==> config.mk <==
export PLATFORM = sky130hd
export DESIGN_NAME = ps2_mouse_packet_rx_flat
export DESIGN_NICKNAME = d
export VERILOG_FILES = /design/src/rtl/ps2_mouse_packet_rx_pkg.sv /design/src/rtl/ps2_mouse_packet_rx_if.sv /design/src/rtl/ps2_mouse_packet_rx_byte_rx.sv /design/src/rtl/ps2_mouse_packet_rx.sv /design/src/flat_wrapper.sv
export SDC_FILE = /design/constraint.sdc
export NUM_CORES = 1
export LEC_CHECK = 0
export CORE_AREA = 2 2 135 124
export CTS_BUF_LIST = sky130_fd_sc_hd__clkbuf_16
export CTS_CLUSTER_DIAMETER = 200
export CTS_CLUSTER_SIZE = 20
export DETAILED_ROUTE_END_ITERATION = 16
export DIE_AREA = 0 0 137 126
export SYNTH_ARGS = -nofsm -noshare
export SYNTH_HDL_FRONTEND = slang
export SYNTH_SLANG_ARGS = --single-unit
export TNS_END_PERCENT = 10
==> constraint.sdc <==
create_clock -name clk -period 2.1 [get_ports clk]
set_input_delay 0.525 -clock clk [delete_from_list [all_inputs] [get_ports clk]]
set_output_delay 0.525 -clock clk [all_outputs]
set_load 0.05 [all_outputs]
==> src/rtl/ps2_mouse_packet_rx_pkg.sv <==
// Shared types, constants and helpers for the PS/2 mouse receive path.
package ps2_pkg;

  typedef enum logic [1:0] {
    IDLE   = 2'd0,
    DATA   = 2'd1,
    PARITY = 2'd2,
    STOP   = 2'd3
  } frame_state_t;

  localparam int PKT_BYTES      = 3;
  localparam int BYTE0_SYNC_BIT = 3;

  // Converts a duration in microseconds to a count of system clock cycles.
  function automatic int us_to_cycles(input longint clk_hz, input longint us);
    return int'((clk_hz * us) / 64'd1_000_000);
  endfunction

endpackage

==> src/rtl/ps2_mouse_packet_rx_if.sv <==
// PS/2 line inputs and decoded mouse packet outputs.
// slave: the receiver; master: the PS/2 device side plus the packet consumer.
interface ps2_mouse_packet_rx_if;
  logic       ps2_clk;
  logic       ps2_data;
  logic       packet_valid;
  logic [2:0] buttons;
  logic [8:0] dx;
  logic [8:0] dy;
  logic       x_ovf;
  logic       y_ovf;
  logic       frame_err;
  logic       sync_err;

  modport master (
    output ps2_clk, ps2_data,
    input  packet_valid, buttons, dx, dy, x_ovf, y_ovf, frame_err, sync_err
  );

  modport slave (
    input  ps2_clk, ps2_data,
    output packet_valid, buttons, dx, dy, x_ovf, y_ovf, frame_err, sync_err
  );
endinterface

==> src/rtl/ps2_mouse_packet_rx_byte_rx.sv <==
// Line conditioning and 11-bit PS/2 frame receiver.
//
//  state  | meaning
//  IDLE   | waiting for a start bit (data 0 on a falling clock edge)
//  DATA   | shifting in 8 data bits, LSB first
//  PARITY | checking odd parity over data and parity bit
//  STOP   | checking stop bit, then emit byte or frame error
module ps2_byte_rx
  import ps2_pkg::*;
#(
  parameter int CLK_HZ         = 50_000_000,
  parameter int FILTER_LEN     = 8,
  parameter int BIT_TIMEOUT_US = 200
) (
  input  logic       clk,
  input  logic       reset,
  input  logic       i_ps2_clk,
  input  logic       i_ps2_data,
  output logic [7:0] o_byte,
  output logic       o_byte_valid,
  output logic       o_frame_err
);

  localparam int BIT_TO_CYC = us_to_cycles(CLK_HZ, BIT_TIMEOUT_US);
  localparam int BTW        = $clog2(BIT_TO_CYC + 1);
  localparam int FCW        = $clog2(FILTER_LEN + 1);

  logic           r_clk_meta, r_clk_sync, r_data_meta, r_data_sync;
  logic           r_clk_filt, r_clk_filt_d, r_data_filt;
  logic [FCW-1:0] r_clk_cnt, r_data_cnt;
  frame_state_t   r_state;
  logic [2:0]     r_bit_cnt;
  logic [7:0]     r_shift;
  logic           r_par_ok;
  logic [BTW-1:0] r_timer;
  logic [7:0]     r_byte;
  logic           r_byte_valid;
  logic           r_frame_err;
  logic           w_sample_en;

  // Two-flop synchronisers on the raw asynchronous lines.
  always_ff @(posedge clk) begin
    if (reset) begin
      r_clk_meta  <= 1'b1;
      r_clk_sync  <= 1'b1;
      r_data_meta <= 1'b1;
      r_data_sync <= 1'b1;
    end else begin
      r_clk_meta  <= i_ps2_clk;
      r_clk_sync  <= r_clk_meta;
      r_data_meta <= i_ps2_data;
      r_data_sync <= r_data_meta;
    end
  end

  // Clock glitch filter: level follows only after FILTER_LEN consecutive differing samples.
  always_ff @(posedge clk) begin
    if (reset) begin
      r_clk_filt <= 1'b1;
      r_clk_cnt  <= '0;
    end else if (r_clk_sync == r_clk_filt) begin
      r_clk_cnt <= '0;
    end else if (r_clk_cnt == FCW'(FILTER_LEN - 1)) begin
      r_clk_filt <= r_clk_sync;
      r_clk_cnt  <= '0;
    end else begin
      r_clk_cnt <= r_clk_cnt + FCW'(1);
    end
  end

  // Data filter, same rule, keeps data aligned with the filtered clock.
  always_ff @(posedge clk) begin
    if (reset) begin
      r_data_filt <= 1'b1;
      r_data_cnt  <= '0;
    end else if (r_data_sync == r_data_filt) begin
      r_data_cnt <= '0;
    end else if (r_data_cnt == FCW'(FILTER_LEN - 1)) begin
      r_data_filt <= r_data_sync;
      r_data_cnt  <= '0;
    end else begin
      r_data_cnt <= r_data_cnt + FCW'(1);
    end
  end

  // Delayed filtered clock for falling-edge detection.
  always_ff @(posedge clk) begin
    if (reset) r_clk_filt_d <= 1'b1;
    else       r_clk_filt_d <= r_clk_filt;
  end

  assign w_sample_en = r_clk_filt_d & ~r_clk_filt;

  // Frame FSM with bit timeout; a sample_en on the expiry cycle takes priority.
  always_ff @(posedge clk) begin
    if (reset) begin
      r_state      <= IDLE;
      r_bit_cnt    <= '0;
      r_shift      <= '0;
      r_par_ok     <= 1'b0;
      r_timer      <= '0;
      r_byte       <= '0;
      r_byte_valid <= 1'b0;
      r_frame_err  <= 1'b0;
    end else begin
      r_byte_valid <= 1'b0;
      r_frame_err  <= 1'b0;
      if (w_sample_en) begin
        r_timer <= BTW'(BIT_TO_CYC - 1);
        case (r_state)
          IDLE: begin
            if (!r_data_filt) begin
              r_state   <= DATA;
              r_bit_cnt <= '0;
            end
          end
          DATA: begin
            r_shift   <= {r_data_filt, r_shift[7:1]};
            r_bit_cnt <= r_bit_cnt + 3'd1;
            if (r_bit_cnt == 3'd7) r_state <= PARITY;
          end
          PARITY: begin
            r_par_ok <= ^{r_shift, r_data_filt};
            r_state  <= STOP;
          end
          STOP: begin
            if (r_par_ok && r_data_filt) begin
              r_byte       <= r_shift;
              r_byte_valid <= 1'b1;
            end else begin
              r_frame_err <= 1'b1;
            end
            r_state <= IDLE;
          end
          default: r_state <= IDLE;
        endcase
      end else if (r_state != IDLE) begin
        if (r_timer == '0) begin
          r_frame_err <= 1'b1;
          r_state     <= IDLE;
        end else begin
          r_timer <= r_timer - BTW'(1);
        end
      end
    end
  end

  assign o_byte       = r_byte;
  assign o_byte_valid = r_byte_valid;
  assign o_frame_err  = r_frame_err;

endmodule

==> src/rtl/ps2_mouse_packet_rx.sv <==
// PS/2 mouse packet receiver: assembles 3-byte packets and decodes buttons and motion.
module ps2_mouse_packet_rx
  import ps2_pkg::*;
#(
  parameter int CLK_HZ         = 50_000_000,
  parameter int FILTER_LEN     = 8,
  parameter int BIT_TIMEOUT_US = 200,
  parameter int PKT_TIMEOUT_US = 20000
) (
  input  logic                 clk,
  input  logic                 reset,
  ps2_mouse_packet_rx_if.slave bus
);

  localparam int         PKT_TO_CYC = us_to_cycles(CLK_HZ, PKT_TIMEOUT_US);
  localparam int         PTW        = $clog2(PKT_TO_CYC + 1);
  localparam logic [1:0] IDX_LAST   = 2'(PKT_BYTES - 1);

  logic [7:0]     w_byte;
  logic           w_byte_valid;
  logic           w_frame_err;
  logic [1:0]     r_idx;
  logic [PTW-1:0] r_pkt_timer;
  logic [7:0]     r_b0, r_b1;
  logic           r_packet_valid, r_sync_err;
  logic [2:0]     r_buttons;
  logic [8:0]     r_dx, r_dy;
  logic           r_x_ovf, r_y_ovf;

  ps2_byte_rx #(
    .CLK_HZ         (CLK_HZ),
    .FILTER_LEN     (FILTER_LEN),
    .BIT_TIMEOUT_US (BIT_TIMEOUT_US)
  ) u_byte_rx (
    .clk          (clk),
    .reset        (reset),
    .i_ps2_clk    (bus.ps2_clk),
    .i_ps2_data   (bus.ps2_data),
    .o_byte       (w_byte),
    .o_byte_valid (w_byte_valid),
    .o_frame_err  (w_frame_err)
  );

  // Packet index FSM, inter-byte timeout and registered decode.
  always_ff @(posedge clk) begin
    if (reset) begin
      r_idx          <= '0;
      r_pkt_timer    <= '0;
      r_b0           <= '0;
      r_b1           <= '0;
      r_packet_valid <= 1'b0;
      r_sync_err     <= 1'b0;
      r_buttons      <= '0;
      r_dx           <= '0;
      r_dy           <= '0;
      r_x_ovf        <= 1'b0;
      r_y_ovf        <= 1'b0;
    end else begin
      r_packet_valid <= 1'b0;
      r_sync_err     <= 1'b0;
      if (w_frame_err) begin
        r_idx <= '0;
      end else if (w_byte_valid) begin
        r_pkt_timer <= PTW'(PKT_TO_CYC - 1);
        if (r_idx == 2'd0) begin
          if (w_byte[BYTE0_SYNC_BIT]) begin
            r_b0  <= w_byte;
            r_idx <= 2'd1;
          end else begin
            r_sync_err <= 1'b1;
          end
        end else if (r_idx == IDX_LAST) begin
          r_buttons      <= r_b0[2:0];
          r_dx           <= {r_b0[4], r_b1};
          r_dy           <= {r_b0[5], w_byte};
          r_x_ovf        <= r_b0[6];
          r_y_ovf        <= r_b0[7];
          r_packet_valid <= 1'b1;
          r_idx          <= '0;
        end else begin
          r_b1  <= w_byte;
          r_idx <= r_idx + 2'd1;
        end
      end else if (r_idx != 2'd0) begin
        if (r_pkt_timer == '0) r_idx <= '0;
        else                   r_pkt_timer <= r_pkt_timer - PTW'(1);
      end
    end
  end

  assign bus.packet_valid = r_packet_valid;
  assign bus.buttons      = r_buttons;
  assign bus.dx           = r_dx;
  assign bus.dy           = r_dy;
  assign bus.x_ovf        = r_x_ovf;
  assign bus.y_ovf        = r_y_ovf;
  assign bus.frame_err    = w_frame_err;
  assign bus.sync_err     = r_sync_err;

endmodule

==> src/flat_wrapper.sv <==
// flat-port wrapper written by rule: the top's interface ports become plain ports
module ps2_mouse_packet_rx_flat import ps2_pkg::*;
#(
  parameter int CLK_HZ         = 50_000_000,
  parameter int FILTER_LEN     = 8,
  parameter int BIT_TIMEOUT_US = 200,
  parameter int PKT_TIMEOUT_US = 20000
)
  (clk, reset, bus_ps2_clk, bus_ps2_data, bus_packet_valid, bus_buttons, bus_dx, bus_dy, bus_x_ovf, bus_y_ovf, bus_frame_err, bus_sync_err);
  ps2_mouse_packet_rx_if bus_i ();
  input  logic clk;
  input  logic reset;
  input wire logic [$bits(bus_i.ps2_clk)-1:0] bus_ps2_clk;
  input wire logic [$bits(bus_i.ps2_data)-1:0] bus_ps2_data;
  output wire logic [$bits(bus_i.packet_valid)-1:0] bus_packet_valid;
  output wire logic [$bits(bus_i.buttons)-1:0] bus_buttons;
  output wire logic [$bits(bus_i.dx)-1:0] bus_dx;
  output wire logic [$bits(bus_i.dy)-1:0] bus_dy;
  output wire logic [$bits(bus_i.x_ovf)-1:0] bus_x_ovf;
  output wire logic [$bits(bus_i.y_ovf)-1:0] bus_y_ovf;
  output wire logic [$bits(bus_i.frame_err)-1:0] bus_frame_err;
  output wire logic [$bits(bus_i.sync_err)-1:0] bus_sync_err;
  assign bus_i.ps2_clk = bus_ps2_clk;
  assign bus_i.ps2_data = bus_ps2_data;
  assign bus_packet_valid = bus_i.packet_valid;
  assign bus_buttons = bus_i.buttons;
  assign bus_dx = bus_i.dx;
  assign bus_dy = bus_i.dy;
  assign bus_x_ovf = bus_i.x_ovf;
  assign bus_y_ovf = bus_i.y_ovf;
  assign bus_frame_err = bus_i.frame_err;
  assign bus_sync_err = bus_i.sync_err;
  ps2_mouse_packet_rx #(.CLK_HZ(CLK_HZ), .FILTER_LEN(FILTER_LEN), .BIT_TIMEOUT_US(BIT_TIMEOUT_US), .PKT_TIMEOUT_US(PKT_TIMEOUT_US)) u_core (.clk(clk), .reset(reset), .bus(bus_i));
endmodule
==> results of run 1 <==
cell usage in the layout, fill, tap and decap left out, drive strengths merged, types with 15 or more instances in the layout:
master,count
dfxtp,115
nand2,75
a21oi,68
nor2,46
buf,39
nand3,27
xnor2,18
mux2i,17
clkbuf,17
nor3,15
layout make-up:
cell class	count	area (µm²)	share of cell area (%)
Sequential cell	115	2310	37.1
Clock buffer	17	425	6.84
Multi-Input combinational cell	395	2460	39.6
Timing Repair Buffer	66	603	9.69
Clock inverter	15	126	2.03
Inverter	11	41.3	0.663
Tap cell	207	259	4.16
state kept, by name, summed over array words and instances, names as in the netlist, 2 cells and up:
signal / count
u_core.bus.dy: 9
u_core.bus.buttons: 3
u_core.u_byte_rx.r_bit_cnt: 3
u_core.r_b1: 8
u_core.u_byte_rx.r_data_cnt: 4
u_core.u_byte_rx.r_clk_cnt: 4
u_core.r_idx: 2
u_core.u_byte_rx.o_byte: 8
u_core.u_byte_rx.r_state: 2
u_core.u_byte_rx.r_shift: 8
u_core.u_byte_rx.r_timer: 14
u_core.bus.dx: 9
u_core.r_b0: 7
u_core.r_pkt_timer: 20
repair_timing:
action                                  4_1_cts  5_1_grt
pin swaps                                     1        5
buffers inserted                              0        1
resized for setup                             9       27
endpoints found under the setup margin       13       34
cloned                                        0        1
hold buffers                                  0        0
how the worst max path moves through the flow:
stage | startpoint | to | depth (start not counted)
finish | u_core.r_pkt_timer[17] | u_core.r_pkt_timer[14] | 5
floorplan | u_core.u_byte_rx.r_timer[1] | u_core.u_byte_rx.r_state[0] | 8
detailed placement | u_core.r_pkt_timer[4] | u_core.r_pkt_timer[14] | 5
global route | u_core.r_pkt_timer[0] | u_core.r_pkt_timer[14] | 7
global placement | u_core.u_byte_rx.r_timer[1] | u_core.u_byte_rx.r_state[0] | 7
CTS | u_core.r_pkt_timer[0] | u_core.r_pkt_timer[14] | 7
stage by stage:
| step | util (%) | total power (µW) | hold slack, ns | setup TNS [ns] | cells |
|---|---|---|---|---|---|
| after detailed placement | 35.2 | 2290 | 0.410 | -0.0678 | 792 |
| final | 39.3 | 4930 | 0.418 | 0 | 826 |
| after global routing | 39.3 | 5080 | 0.431 | -0.217 | 826 |
| after floorplan | - | 2270 | 0.389 | -0.194 | 546 |
| after CTS | 38.7 | 4980 | 0.422 | -0.00127 | 824 |
| after global placement | 35.2 | 2290 | 0.393 | 0 | 792 |
metal layers:
metal / routed length, µm / up-vias
met4: 118 / 0
met1: 5000 / 1927
met2: 5010 / 71
li1: - / 2046
met5: 0 / -
met3: 467 / 12
logic make-up (layout without fill, tap and decap cells):
| group | after synthesis | in the layout | share of synthesized area, % |
|---|---|---|---|
| mux | 17 | 17 | 3.52 |
| compound gates | 105 | 106 | 12.8 |
| simple gates | 228 | 228 | 23.9 |
| xor+xnor | 33 | 33 | 6.27 |
| fa+ha+maj | 11 | 11 | 2.85 |
| buf+inv | 37 | 109 | 3.06 |
| flops | 115 | 115 | 47.7 |
power groups by stage:
stage,logic (µW),registers [µW],clock network [µW]
2_1_floorplan,36.2,2240,0
3_3_place_gp,51.0,2240,0
3_5_place_dp,52.2,2240,0
4_1_cts,52.4,2190,2740
5_1_grt,56.7,2190,2840
6_report,51.4,2190,2680
==> reports/qor.yml, run 1 <==
status: "finished clean"
synth_nets: 561
yosys_warnings: 0
cp.arrival_ns: 2.41
nFillCells: 1574
wl_per_cell_um: 12.8
p_sw_uw: 1020
postLayoutCellArea_mm2: 0.00622
root_buffer: "clkbuf_16"
io_buffer_count: 29
hold_violations: 0
ys_ff_latch: 115
powerDensity_mw_per_mm2: 792
worst_path_dominant_cell_family: "simple AND/OR/NAND/NOR gates"
core_mm2: 0.0159
synth_most_common_cell: "dfxtp_1"
maxSlewViolCount: 0
cp_num_buf_inv: 0
pre_cts_ws_ns: -0.0384
maxCapViolations: 0
ant_nets: 0
cts_tree: "done"
use_met3_pct: 3.95
path_cells: "or3_2 > or4_4 > o21ai_4 > o31ai_1 > a31oi_1"
die_y_um: 126
die_area_mm2: 0.0173
synthTopCellsByCount: "115 x dfxtp_1, 75 x nand2_1, 68 x a21oi_1"
async_reset_ff_share_pct: 0
layout-area-overhead-vs-synth_pct: 28.8
min_from: "u_core.u_byte_rx.r_clk_meta"
totalWireLength_um: 10600
p_int_uw: 3910
synth-seq-area-share_pct: 47.7
crit_type: "reg2reg"
path_max_fanout: 5
track_usage_pct: 12.9
grt_pass1_vias: 3868
min_to: "u_core.u_byte_rx.r_clk_sync"
clk_pin_slew_ns: 0.05
rrSetupSlack_ns: 0.02
postSynthAreaPerCell_um2: 8.85
slowest_delay_ns: 0.62
cts.path.max_buffers: 2
r2r.worst_path.cells: 5
worst_ir_drop_vdd_mv: 0.604
switching_share_pct: 20.7
max-slew-margin-rel_pct: 56.9
rr_endpoint: "u_core.r_pkt_timer[14]"
cp_slowest_cell: "or4_4"
drt_iter0_drc: 257
worst_pin_slew_ns: 0.645
syn_area_mm2: 0.00483
finalCriticalPeriod_ns: 2.08
hold_depth: 1
power.static_leakage_uw: 0.00249
busiest_layer: "met2"
hold_path_class: "reg2reg"
cts-htree-levels: 4
synth_edf_count: 0
synth_cell_types: 57
via_count: 4056
antenna_found_initial: 0
setup_violations: 0
finalWeightedCongestion: 0.881
clock_latency_ns: 0.41
io_pins: 30
clkPwrFrac_pct: 54.5
rsz0062_at_grt: "true"
layout.nets: 621
seqPwrFrac_pct: 44.5
cts.sinks: 115
use_met2_pct: 20.5
synth_area_leaders: "dfxtp_1 48%, a21oi_1 7.0%, nand2_1 5.8%"
place_area_mm2: 0.00558
fin_worst_skew_ns: 0.00712
numCtsBuffers: 17
drcViolationCount: 0
required_ns: 2.43
dr.pass1.iters: 5
via_per_inst: 4.91
end_kind: "flop"
grt_max_degree: 74
synth_largest_area_cell: "dfxtp_1"
fin_crit_sh_pct: 99.3
r2r-start: "u_core.r_pkt_timer[17]"
synthCells: 546
initial_utilization_pct: 30.5
die_w_um: 137
yosys.area.top_type_share_pct: 47.7
met1_usage_pct: 16.1
synth_flop_cell: "dfxtp_1"
max_freq_ghz: 0.480
drive_gt1_share_pct: 17.3
critPathLaunchType: "flop"
row_count: 44
diodes: 0
fin_ws_ns: 0.0157
dp_hpwl_um: 7180
grt.overflow.total: 0
pwr-share-comb_pct: 1.0
grt_pass1_wl_um: 17800
Note: power is estimated with default switching activity, not from simulation.
==> inputs of run 2 (changes only) <==
--- a/config.mk
+++ b/config.mk
@@ -5,12 +5,13 @@
 export SDC_FILE = /design/constraint.sdc
 export NUM_CORES = 1
 export LEC_CHECK = 0
-export CORE_AREA = 2 2 135 124
+export ABC_AREA = 1
+export CORE_AREA = 2 2 140 129
 export CTS_BUF_LIST = sky130_fd_sc_hd__clkbuf_16
 export CTS_CLUSTER_DIAMETER = 200
 export CTS_CLUSTER_SIZE = 20
 export DETAILED_ROUTE_END_ITERATION = 16
-export DIE_AREA = 0 0 137 126
+export DIE_AREA = 0 0 142 131
 export SYNTH_ARGS = -nofsm -noshare
 export SYNTH_HDL_FRONTEND = slang
 export SYNTH_SLANG_ARGS = --single-unit
==> run 2 against run 1 <==
Against the previous run: non-clock buffer count decreased by 23; utilization decreased by 2.1 points; via count increased by 13%; maximum frequency increased by 14%; register-to-register slack improved by 0.28 ns; final area increased by 2.8%; clock power increased by 12%; flip-flop and latch count unchanged; worst setup slack improved by 0.26 ns; first-iteration DRC count decreased by 1.6%.
==> reports/qor.yml, run 2 <==
fin_ws_ns: 0.277  # was 0.0157 ns
status: "finished clean"  # unchanged
grt_max_degree: 68  # was 74
via_per_inst: 4.57  # was 4.91
hold_ws_ns: 0.408  # was 0.418 ns
die_area_mm2: 0.0186  # was 0.0173 mm²
p_sw_uw: 1240  # was 1020 µW
path_cells: "dlygate4sd2_1"  # was or3_2 > or4_4 > o21ai_4 > o31ai_1 > a31oi_1
slowest_delay_ns: 0.53  # was 0.62 ns
row_count: 46  # was 44
postSynthAreaPerCell_um2: 7.07  # was 8.85 µm²
synth_flop_cell: "dfxtp_1"  # unchanged
clk_pin_slew_ns: 0.06  # was 0.05 ns
pwr-share-comb_pct: 1.1  # was 1.0%
grt_pass1_vias: 4177  # was 3868
cts.sinks: 115  # unchanged
largest_reg_flops: 20  # unchanged
hold_path_class: "reg2reg"  # unchanged
drcViolationCount: 0  # unchanged
io_buffer_count: 29  # unchanged
io_pins: 30  # unchanged
dp_hpwl_um: 7910  # was 7180 µm
cp_slowest_cell: "dlygate4sd2_1"  # was or4_4
numCtsBuffers: 17  # unchanged
synthCells: 739  # was 546
fin_worst_skew_ns: 0.0160  # was 0.00712 ns
yosys_warnings: 0  # unchanged
largestRegisters: "u_core.r_pkt_timer: 20 flops, u_core.u_byte_rx.r_timer: 14 flops"  # unchanged
setup_violations: 0  # unchanged
layout-area-overhead-vs-synth_pct: 22.5  # was 28.8%
postCtsSetupBuffers: 0  # unchanged
track_usage_pct: 13.6  # was 12.9%
core_mm2: 0.0172  # was 0.0159 mm²
yosys.area.top_type_share_pct: 44.1  # was 47.7%
fin_tns_setup_ns: 0  # unchanged
diodes: 0  # unchanged
grt_pass1_wl_um: 20100  # was 17800 µm
mostFrequentLayoutCells: "171 x nor2_1, 126 x nand2_1, 115 x dfxtp_1, 65 x nand3_1, 60 x o21ai_0"  # was 112 x dfxtp_1, 75 x nand2_1, 66 x a21oi_1, 45 x nor2_1, 34 x buf_4
postCtsHoldBufs: 0  # unchanged
synth_most_common_cell: "nor2_1"  # was dfxtp_1
path_max_fanout: 2  # was 5
required_ns: 1.57  # was 2.43 ns
antenna_found_initial: 0  # unchanged
async_reset_ff_share_pct: 0  # unchanged
synth_cell_types: 34  # was 57
worst_path_dominant_cell_family: "buffers and inverters"  # was simple AND/OR/NAND/NOR gates
dp.cells: 973  # was 792
final_cells: 1005  # was 826
maxCapViolations: 0  # unchanged
cts_tree: "done"  # unchanged
ys_ff_latch: 115  # unchanged
cp_num_buf_inv: 1  # was 0
cts.path.max_buffers: 2  # unchanged
worst_pin_slew_ns: 0.507  # was 0.645 ns
drt_iter0_drc: 253  # was 257
synth_largest_area_cell: "dfxtp_1"  # unchanged
drive_gt1_share_pct: 9.13  # was 17.3%
switching_share_pct: 23.5  # was 20.7%
initial_utilization_pct: 30.4  # was 30.5%
worst_ir_drop_vdd_mv: 0.525  # was 0.604 mV
final_common_cell: "nor2_1"  # was dfxtp_1
cp.arrival_ns: 1.30  # was 2.41 ns
end_kind: "output pin"  # was flop
max_freq_ghz: 0.548  # was 0.480 GHz
cts_resized: 10  # was 9
die_w_um: 142  # was 137 µm
hold_violations: 0  # unchanged
synth-seq-area-share_pct: 44.1  # was 47.7%
max-slew-margin-rel_pct: 66.1  # was 56.9%
pre_cts_ws_ns: 0.303  # was -0.0384 ns
seqPwrFrac_pct: 41.7  # was 44.5%
syn_area_mm2: 0.00523  # was 0.00483 mm²
via_count: 4595  # was 4056
die_y_um: 131  # was 126 µm
finalWeightedCongestion: 0.858  # was 0.881
synth_nets: 754  # was 561
root_buffer: "clkbuf_16"  # unchanged
cts-htree-levels: 4  # unchanged
clock_latency_ns: 0.43  # was 0.41 ns
grt.overflow.total: 0  # unchanged
synth_area_leaders: "dfxtp_1 44%, nor2_1 12%, nand2_1 9.0%"  # was dfxtp_1 48%, a21oi_1 7.0%, nand2_1 5.8%
synthTopCellsByCount: "171 x nor2_1, 126 x nand2_1, 115 x dfxtp_1"  # was 115 x dfxtp_1, 75 x nand2_1, 68 x a21oi_1
crit_type: "reg2out"  # was reg2reg
p_int_uw: 4010  # was 3910 µW
wl_per_cell_um: 11.8  # was 12.8 µm
fin_crit_sh_pct: 86.8  # was 99.3%
ant_nets: 0  # unchanged
maxSlewViolCount: 0  # unchanged
finalCriticalPeriod_ns: 1.82  # was 2.08 ns
top_register: "u_core.r_pkt_timer"  # unchanged
power_uw: 5250  # was 4930 µW
critPathLaunchType: "flop"  # unchanged
rsz0062_at_grt: "false"  # was true
clkPwrFrac_pct: 57.2  # was 54.5%
power.static_leakage_uw: 0.00324  # was 0.00249 µW
totalWireLength_um: 11900  # was 10600 µm
powerDensity_mw_per_mm2: 820  # was 792 mW/mm²
dr.pass1.iters: 5  # unchanged
synth_edf_count: 0  # unchanged
layout.nets: 791  # was 621
-- run 2: final timing paths --
check,start,end,slack [ns],depth (start not counted)
hold / removal,u_core.u_byte_rx.r_clk_meta,u_core.u_byte_rx.r_clk_sync,0.41,1
setup reg to reg,u_core.r_pkt_timer[0],u_core.r_pkt_timer[1],0.30,9
setup / recovery,u_core.bus.dy[2],bus_dy[2],0.28,1
hold reg to reg,u_core.u_byte_rx.r_clk_meta,u_core.u_byte_rx.r_clk_sync,0.41,1
-- run 2: per-stage QoR --
step	instance area (µm²)	util, %
after floorplan	5230	-
after global placement	5770	33.5
after detailed placement	5770	33.5
after CTS	6360	37.0
after global routing	6400	37.2
final	6400	37.2
-- run 2: routing by layer --
| layer | vias up | share of wire, % | global-route usage [%] |
|---|---|---|---|
| li1 | 2461 | - | - |
| met1 | 2049 | 51 | 18.1 |
| met5 | - | 0 | 0 |
| met2 | 70 | 43 | 20.6 |
| met4 | 0 | 1.1 | 5.65 |
| met3 | 15 | 4.7 | 4.12 |
-- run 2: cell families (layout without fill, tap and decap cells) --
family                     after synthesis  count (layout)  synth area share, %
AOI/OAI and AO/OA                      113             113                 11.2
xor gates and xnor gates                15              15                 2.51
adders and majority gates               11              11                 2.63
buffers and inverters                   85             135                 6.87
DFF                                    115             115                 44.1
and+or+nand+nor                        400             400                 32.7
-- run 2: cell type report --
cell class	count	area (µm²)
Sequential cell	115	2300
Inverter	60	225
Clock inverter	15	186
Tap cell	216	270
Fill cell	1776	10800
Timing Repair Buffer	43	425
Multi-Input combinational cell	539	2560
Clock buffer	17	425
-- run 2: power by group through the flow --
stage                     logic (µW)  registers (µW)  clock network, µW
final                           58.6            2190               3000
after global routing            65.6            2190               3180
after CTS                       59.9            2190               3080
after detailed placement        59.5            2240                  0
after global placement          59.7            2240                  0
after floorplan                 36.5            2240                  0
